[src/rtl/stream_demux2_pkg.sv]
// Shared definitions for the stream demux receive path: channel
// identifiers and default stream geometry, also used by the mux side.
package stream_demux2_pkg;

    localparam logic CH0 = 1'b0;
    localparam logic CH1 = 1'b1;

    localparam int DEMUX_WIDTH_DEF = 8;
    localparam int DEMUX_DEPTH_DEF = 2;

endpackage : stream_demux2_pkg

[src/rtl/stream_demux2_fifo.sv]
// demux_fifo: small synchronous FIFO, one per demux channel.
// DEPTH must be a power of two so the pointers wrap by plain overflow.
// The head payload reads as zero while the FIFO is empty, which gives
// clean reset-state outputs without resetting the storage array.
module demux_fifo
    import stream_demux2_pkg::*;
#(
    parameter int WIDTH = DEMUX_WIDTH_DEF,
    parameter int DEPTH = DEMUX_DEPTH_DEF
) (
    input  logic             clk,
    input  logic             rst,
    input  logic             push,
    input  logic [WIDTH-1:0] push_data,
    output logic             full,
    input  logic             pop,
    output logic [WIDTH-1:0] pop_data,
    output logic             empty
);

    localparam int PW = (DEPTH > 1) ? $clog2(DEPTH) : 1;
    localparam int CW = $clog2(DEPTH + 1);

    logic [WIDTH-1:0] mem_q [DEPTH];
    logic [PW-1:0]    wr_ptr_q, wr_ptr_d;
    logic [PW-1:0]    rd_ptr_q, rd_ptr_d;
    logic [CW-1:0]    count_q,  count_d;
    logic             do_push, do_pop;

    assign full     = (count_q == CW'(DEPTH));
    assign empty    = (count_q == '0);
    assign do_push  = push && !full;
    assign do_pop   = pop && !empty;
    assign pop_data = empty ? '0 : mem_q[rd_ptr_q];

    // Next-state for pointers and occupancy; a simultaneous push and pop
    // advances both pointers and leaves the count unchanged.
    always_comb begin
        wr_ptr_d = wr_ptr_q;
        rd_ptr_d = rd_ptr_q;
        count_d  = count_q;
        if (do_push) begin
            wr_ptr_d = wr_ptr_q + PW'(1);
        end
        if (do_pop) begin
            rd_ptr_d = rd_ptr_q + PW'(1);
        end
        case ({do_push, do_pop})
            2'b10:   count_d = count_q + CW'(1);
            2'b01:   count_d = count_q - CW'(1);
            default: count_d = count_q;
        endcase
    end

    // Control state register; reset empties the FIFO.
    always_ff @(posedge clk) begin
        if (rst) begin
            wr_ptr_q <= '0;
            rd_ptr_q <= '0;
            count_q  <= '0;
        end else begin
            wr_ptr_q <= wr_ptr_d;
            rd_ptr_q <= rd_ptr_d;
            count_q  <= count_d;
        end
    end

    // Storage write; contents need no reset because reads are gated by empty.
    always_ff @(posedge clk) begin
        if (do_push) begin
            mem_q[wr_ptr_q] <= push_data;
        end
    end

endmodule : demux_fifo

[src/rtl/stream_demux2.sv]
// stream_demux2: routes one valid/ready input stream to one of two
// output channels, each buffered by its own demux_fifo.
// Optional macro DEMUX_TDM_EN: ignore in_sel and alternate destinations
// ch0, ch1, ch0, ... using a toggle that flips on every accepted beat.
// in_ready depends only on registered occupancy and the destination, so
// there is no combinational path from outN_ready to in_ready.
module stream_demux2
    import stream_demux2_pkg::*;
#(
    parameter int WIDTH = DEMUX_WIDTH_DEF,
    parameter int DEPTH = DEMUX_DEPTH_DEF
) (
    input  logic             clk,
    input  logic             rst,
    input  logic [WIDTH-1:0] in_data,
    input  logic             in_sel,
    input  logic             in_valid,
    output logic             in_ready,
    output logic [WIDTH-1:0] out0_data,
    output logic             out0_valid,
    input  logic             out0_ready,
    output logic [WIDTH-1:0] out1_data,
    output logic             out1_valid,
    input  logic             out1_ready
);

    logic dest;
    logic full0, full1;
    logic empty0, empty1;
    logic push0, push1;
    logic accept;

`ifdef DEMUX_TDM_EN
    logic toggle_q, toggle_d;

    assign dest = toggle_q;

    // Toggle flips on each accepted beat so destinations strictly alternate.
    always_comb begin
        toggle_d = toggle_q;
        if (accept) begin
            toggle_d = ~toggle_q;
        end
    end

    // Toggle register, starting on channel 0 after reset.
    always_ff @(posedge clk) begin
        if (rst) begin
            toggle_q <= CH0;
        end else begin
            toggle_q <= toggle_d;
        end
    end
`else
    assign dest = in_sel;
`endif

    // No skipping: a full destination blocks input even if the other has room.
    assign in_ready = (dest == CH1) ? !full1 : !full0;
    assign accept   = in_valid && in_ready;
    assign push0    = accept && (dest == CH0);
    assign push1    = accept && (dest == CH1);

    assign out0_valid = !empty0;
    assign out1_valid = !empty1;

    demux_fifo #(
        .WIDTH (WIDTH),
        .DEPTH (DEPTH)
    ) u_fifo0 (
        .clk       (clk),
        .rst       (rst),
        .push      (push0),
        .push_data (in_data),
        .full      (full0),
        .pop       (out0_ready),
        .pop_data  (out0_data),
        .empty     (empty0)
    );

    demux_fifo #(
        .WIDTH (WIDTH),
        .DEPTH (DEPTH)
    ) u_fifo1 (
        .clk       (clk),
        .rst       (rst),
        .push      (push1),
        .push_data (in_data),
        .full      (full1),
        .pop       (out1_ready),
        .pop_data  (out1_data),
        .empty     (empty1)
    );

endmodule : stream_demux2

[config.mk]
export PLATFORM = sky130hd
export DESIGN_NAME = stream_demux2
export DESIGN_NICKNAME = d
export VERILOG_FILES = /design/src/rtl/stream_demux2_pkg.sv /design/src/rtl/stream_demux2_fifo.sv /design/src/rtl/stream_demux2.sv
export SDC_FILE = /design/constraint.sdc
export NUM_CORES = 1
export LEC_CHECK = 0
export CAP_MARGIN = 10
export CORE_ASPECT_RATIO = 1.4
export CORE_MARGIN = 2
export CORE_UTILIZATION = 45
export DETAILED_ROUTE_END_ITERATION = 10
export GPL_TIMING_DRIVEN = 0
export PLACE_DENSITY = 0.72
export SLEW_MARGIN = 30
export SYNTH_ARGS = -nofsm -noshare
export SYNTH_HDL_FRONTEND = slang
export SYNTH_SLANG_ARGS = --single-unit
[constraint.sdc]
create_clock -name clk -period 1.46 [get_ports clk]
set_input_delay 0.219 -clock clk [delete_from_list [all_inputs] [get_ports clk]]
set_output_delay 0.219 -clock clk [all_outputs]
set_load 0.005 [all_outputs]
# Yosys cells after proc, flatten, opt, wreduce, memory -nomap -nowiden
# Memory sizes are Yosys's and may differ from the RTL's. A register that Yosys moved wholly into a read port is not among the register bits.
# Cells that the tools add are included.
# Widths: inputs -> output; s select.
[totals]
register_bits = 8
ram_bits = 32
input_bits = 14
output_inout_bits = 19
elab_cells = 51
mem_count = 2
[mem_list]
columns = ["name", "depth", "width", "read_ports", "rd_clocked_by_memory_dff", "write_ports", "line", "text"]
rows = [
  ["u_fifo0.mem_q", 2, 8, 1, 1, 1, "stream_demux2_fifo.sv:24", "logic [WIDTH-1:0] mem_q [DEPTH];"],
  ["u_fifo1.mem_q", 2, 8, 1, 1, 1, "stream_demux2_fifo.sv:24", ""],
]
[op_classes]
n_addsub = 8
eq_ne = 6
muxes = 13
bitwise_logic = 1
n_reduce_logical = 15
[ops]
columns = ["cell", "count"]
rows = [
  ["$mux 8", 2],
  ["$mux 1", 9],
  ["$eq 2x2->1 const B", 4],
  ["$pmux 2 s2", 2],
  ["$logic_and 1x1->1", 7],
  ["$add 1x1->1 const B", 4],
  ["$add 2x1->2 const B", 2],
  ["$eq 2x1->1 const B", 2],
  ["$logic_not 1->1", 4],
  ["$logic_not 2->1", 2],
  ["$reduce_bool 2->1", 2],
  ["$sub 2x1->2 const B", 2],
  ["$not 1->1", 1],
]

# Depth between registers and ports, before layout
[depth]
ltp_word = 8
ltp_mapped = 7
ltp_nobuf = 6

# By module
# A second synthesis with hierarchy kept.
[hier_totals]
hier_cells = 125
hier_area_um2 = 1675.4
[by_module_without_submodules]
columns = ["mod", "instances", "cells_per_inst", "area_each_um2", "seq_area_each_um2"]
rows = [
  ["demux_fifo", 2, 60, 818.3, 580.6],
  ["stream_demux2", 1, 5, 38.8, 0.0],
]

# Worst setup path before layout
# OpenSTA, ideal clock, no wires.
[synth_timing]
kind = "reg2reg"
from = "register u_fifo1.count_q[0]"
to = "register u_fifo1.count_q[1]"
setup_time_ns = 0.071
t_arrival_ns = 1.553
required_time_ns = 1.389
path_slack_ns = -0.164
stages_incl_launch_ff = 6
path_buffers = 0
period_less_slack_ns = 1.624
path_cell_list = "dfxtp_1 nor2b_1 or2_2 ha_1 or3_1 a21oi_1"
[synth_via]
elab_chain_len = 8
elab_cells_between_ends = 15
cone_classes = "add/sub: 2; eq/ne: 3; mux: 2; reduce/logical: 8"
[synth_lines]
columns = ["element", "line", "text"]
rows = [
  ["from (decl)", "stream_demux2_fifo.sv:27", "logic [CW-1:0] count_q, count_d;"],
  ["from (signal assigned)", "stream_demux2_fifo.sv:64", "count_q <= count_d;"],
  ["$eq 2x2->1", "stream_demux2_fifo.sv:30", "assign full = (count_q == CW'(DEPTH));"],
  ["$logic_not 1->1", "stream_demux2_fifo.sv:32, stream_demux2.sv:59", ""],
  ["$mux 1", "stream_demux2.sv:59", "assign in_ready = (dest == CH1) ? !full1 : !full0;"],
  ["$logic_and 1x1->1", "stream_demux2.sv:60", "assign accept = in_valid && in_ready;"],
  ["$logic_and 1x1->1", "stream_demux2.sv:62", "assign push1 = accept && (dest == CH1);"],
  ["$logic_and 1x1->1", "stream_demux2_fifo.sv:32", "assign do_push = push && !full;"],
  ["$eq 2x1->1 or $eq 2x2->1 (tied branches)", "stream_demux2_fifo.sv:48", "case ({do_push, do_pop})"],
  ["$pmux 2 s2 or $reduce_bool 2->1 (tied branches)", "--", ""],
]
# Several ways; a longest one is shown, not always the timed one.
# A chain may end at the register's enable or synchronous reset.

# Worst setup path in the final report
[layout_timing]
from = "register u_fifo1.count_q[1]"
to = "register u_fifo1.count_q[1]"
# The elaborated chain is that of the path after synthesis.

==> summary.txt <==
Die
  • Number of I/O pins: 33
  • Chip Height: 76.1 µm
  • Initial Util: 46.3%
  • Core area: ~3600 µm²
  • Die ar.: approximately 4200 µm²
  • Die W: roughly 55 µm
  • # rows: 26

Clock tree
  • Reg clk slew, reported paths: about 0.07 ns
  • CTS tree: yes
  • # H-tree levels: 2
  • Clock sinks: 42
  • Cts hold-fix bufs: 0
  • Num CTS Buffers: 5
  • Root Buffer: clkbuf_8
  • Worst-Skew Late Latency: ~0.29 ns
  • Clock buffer depth: 2

Global route
  • GRT Total Usage: between 10% and 20%
  • Total grt overflow: 0
  • Largest net degree at the start of global routing: 13
  • Initial antenna violation count: 0
  • Vias in the first global route: 1151
  • First-pass GRT wire length: 5390 µm

Critical path
  • Slowest cell on crit path: dfxtp_4
  • Critical Path End Type: flip-flop
  • CP max FO: 5
  • Setup slack, reg-to-reg: -0.07 ns
  • CP Launch Type: flip-flop
  • Max incr delay on CP: approximately 0.37 ns
  • CP arrival: roughly 1.7 ns
  • Crit Path Class: flip-flop to flip-flop
  • CP required: 1.67 ns
  • CP Cell Sequence: nor2b_4 > or2_4 > ha_4 > xnor2_1 > or3_1 > a21oi_1

Route
  • Vias/cell: 4.87
  • Per-cell routed wire length: 13.9 µm
  • Drt pass-1 iters: 4
  • Final wirelength: approximately 3200 µm
  • Post-DRT Antenna Nets: 0
  • # DRC: 0
  • Drt first-iter violations: 36
  • Via count: about 1.1k

Timing
  • Min Tclk post-route: approximately 1.5 ns
  • Final hold violations: 0
  • Worst Slack Setup Final: -0.0732 ns
  • Crit share post-route: 105%
  • RSZ-0062 raised after global routing: yes
  • Max Transition Viols Final: 0
  • Final setup fails: 6
  • Clk_skew: 0.00385 ns
  • Max Clk Rate: between 0.6 and 0.7 GHz
  • Slew HR: a little over two thirds
  • Worst slew pin tran: roughly 0.44 ns
  • Hold_ws: 0.315 ns

Hold path
  • Min-delay worst type: input pin to flip-flop

Power
  • Pwr Total: 0.00406 W
  • Worst IR drop on VDD: about 0.0012 V
  • PwrDens: 1710 nW/µm²
  • Pleak: slightly above 0.9 nW

Final layout
  • Layout net count: slightly above 200
  • Antenna Cells: 0
  • Fin area: 2370 µm²
  • Final Util: about two thirds
  • Fill count: around 270
  • Area Growth Syn to Fin: 41.7%
  • Share of cells above drive strength 1: 36.4%

Synth
  • Syn Area/Cell: roughly 13 µm²
  • Library cells used by synthesis: 18
  • Post-Syn Nets: roughly 140
  • Post-synth EDFFs: 32
  • Share of synthesized registers carrying an async set or reset: 0%
  • Ys Warns: 0
  • Synth Instances: ~130
  • Post-synthesis register bit count: 42
  • Mapped cell area: approximately 1700 µm²
  • Seq/Total Area, Yosys: between 60 and 70%
  • Primary FF master, synth: edfxtp_1

Placed design
  • Port Buf Inserts: 31
  • DP HPWL: 2060 µm
  • Dpl cell area: ~2100 µm²
  • Gpl congestion: ~0.7
  • Pre-CTS setup slack: -0.501 ns

Outcome
  • Status: complete, but fails checks
  • Failing checks: setup timing

Job
  • MaxCap Viol Count: 0
cell families (layout without fill, tap and decap cells):
kind of cell	Yosys count	after routing	synth area share, %
flops	42	42	69.5
simple gates	38	39	10.0
mux	16	16	9.59
buf+inv	12	71	2.92
compound gates	11	11	3.30
xor+xnor	6	6	3.15
fa+ha+maj	2	2	1.50
worst max-delay path, delay by kind of cell, from the launching register on:
| kind | cells | cell delay (ns) |
|---|---|---|
| flip-flops | 1 | 0.37 |
| XOR/XNOR | 1 | 0.12 |
| AO/OA/AOI/OAI | 1 | 0.12 |
| adder cells (fa/ha/maj) | 1 | 0.16 |
| AND/OR/NAND/NOR | 3 | 0.70 |
worst paths after layout:
check / from / endpoint / depth (start not counted)
max: u_fifo1.count_q[1] / u_fifo1.count_q[1] / 6
min: rst / u_fifo0.rd_ptr_q / 2
max reg2reg: u_fifo1.count_q[1] / u_fifo1.count_q[1] / 6
min reg2reg: u_fifo1.rd_ptr_q / flip-flop / 2
final cells by class:
cell class	instances	area, µm²	share of cell area [%]
tap	42	52.6	2.22
buffer	4	41.3	1.74
inverter	8	30.0	1.27
clock buffer	8	90.1	3.81
multi-input combinational	74	564	23.8
timing repair buffer	51	413	17.4
sequential	42	1180	49.7
placed cells by master, fill, tap and decap left out, types with 2 or more instances in the layout:
| master | synthesis | layout |
|---|---|---|
| dfxtp_1 | 10 | 4 |
| o21ai_0 | 6 | 4 |
| ha_4 | 0 | 2 |
| dfxtp_2 | 0 | 3 |
| nor2_1 | 27 | 23 |
| nor2_2 | 0 | 2 |
| a21oi_1 | 5 | 5 |
| buf_4 | 0 | 10 |
| buf_6 | 0 | 12 |
| dlygate4sd2_1 | 0 | 4 |
| xor2_1 | 4 | 4 |
| clkbuf_1 | 0 | 2 |
| mux2i_1 | 16 | 16 |
| nand2b_4 | 0 | 3 |
| inv_1 | 8 | 5 |
| xnor2_1 | 2 | 2 |
| clkbuf_2 | 1 | 6 |
| clkbuf_8 | 0 | 6 |
| edfxtp_1 | 32 | 32 |
| dfxtp_4 | 0 | 3 |
| nor2_4 | 0 | 3 |
| inv_2 | 0 | 3 |
| or3_1 | 4 | 4 |
| clkdlybuf4s50_1 | 0 | 10 |
| buf_2 | 2 | 10 |
state kept, by name, summed over array words and instances (netlist names), named ones only:
signal and flops:
u_fifo0.mem_q 16, u_fifo0.wr_ptr_q 1, u_fifo1.mem_q 16, u_fifo1.wr_ptr_q 1
u_fifo0.rd_ptr_q 1, u_fifo1.count_q 2, u_fifo0.count_q 2, u_fifo1.rd_ptr_q 1
routing by layer:
layer  vias to the layer above  track usage (%)  wire length (µm)
met2                        32             31.0              1750
met3                         5             4.41               161
met4                         0             6.59                62
li1                        558                -                 -
met1                       521             17.8              1220
met5                         -                0                 0
Yosys cell counts, drive strengths merged (2+ instances only):
cell | count | area share (%)
a21oi | 5 | 1.5
buf | 3 | 0.82
dfxtp | 10 | 12
edfxtp | 32 | 58
ha | 2 | 1.5
inv | 8 | 1.8
mux2i | 16 | 9.6
nand2b | 3 | 1.1
nor2 | 27 | 6.1
nor2b | 2 | 0.75
o21ai | 6 | 1.8
or3 | 4 | 1.5
xnor2 | 2 | 1.0
xor2 | 4 | 2.1
stage by stage:
stage / setup TNS (ns) / std cells
floorplan: 0 / 127
global placement: -17.23 / 200
detailed placement: -19.46 / 200
CTS: -0.455 / 228
global route: -0.844 / 229
finish: -0.176 / 229
report_power, final:
group	switching (W)	internal [W]	leakage, nW	total (W)
clock	0.000349	0.000385	0.0455	0.000734
sequential	0.000116	0.00146	0.379	0.00158
combinational	0.000750	0.000994	0.508	0.00174
timing repair:
item	CTS	global route
gates cloned	1	0
setup buffers	19	1
gates resized for setup	86	16
endpoints found under the setup margin	45	33
pin swaps	12	6
hold endpoints to repair	0	0
No activity file was read; power rests on OpenSTA's default activity.
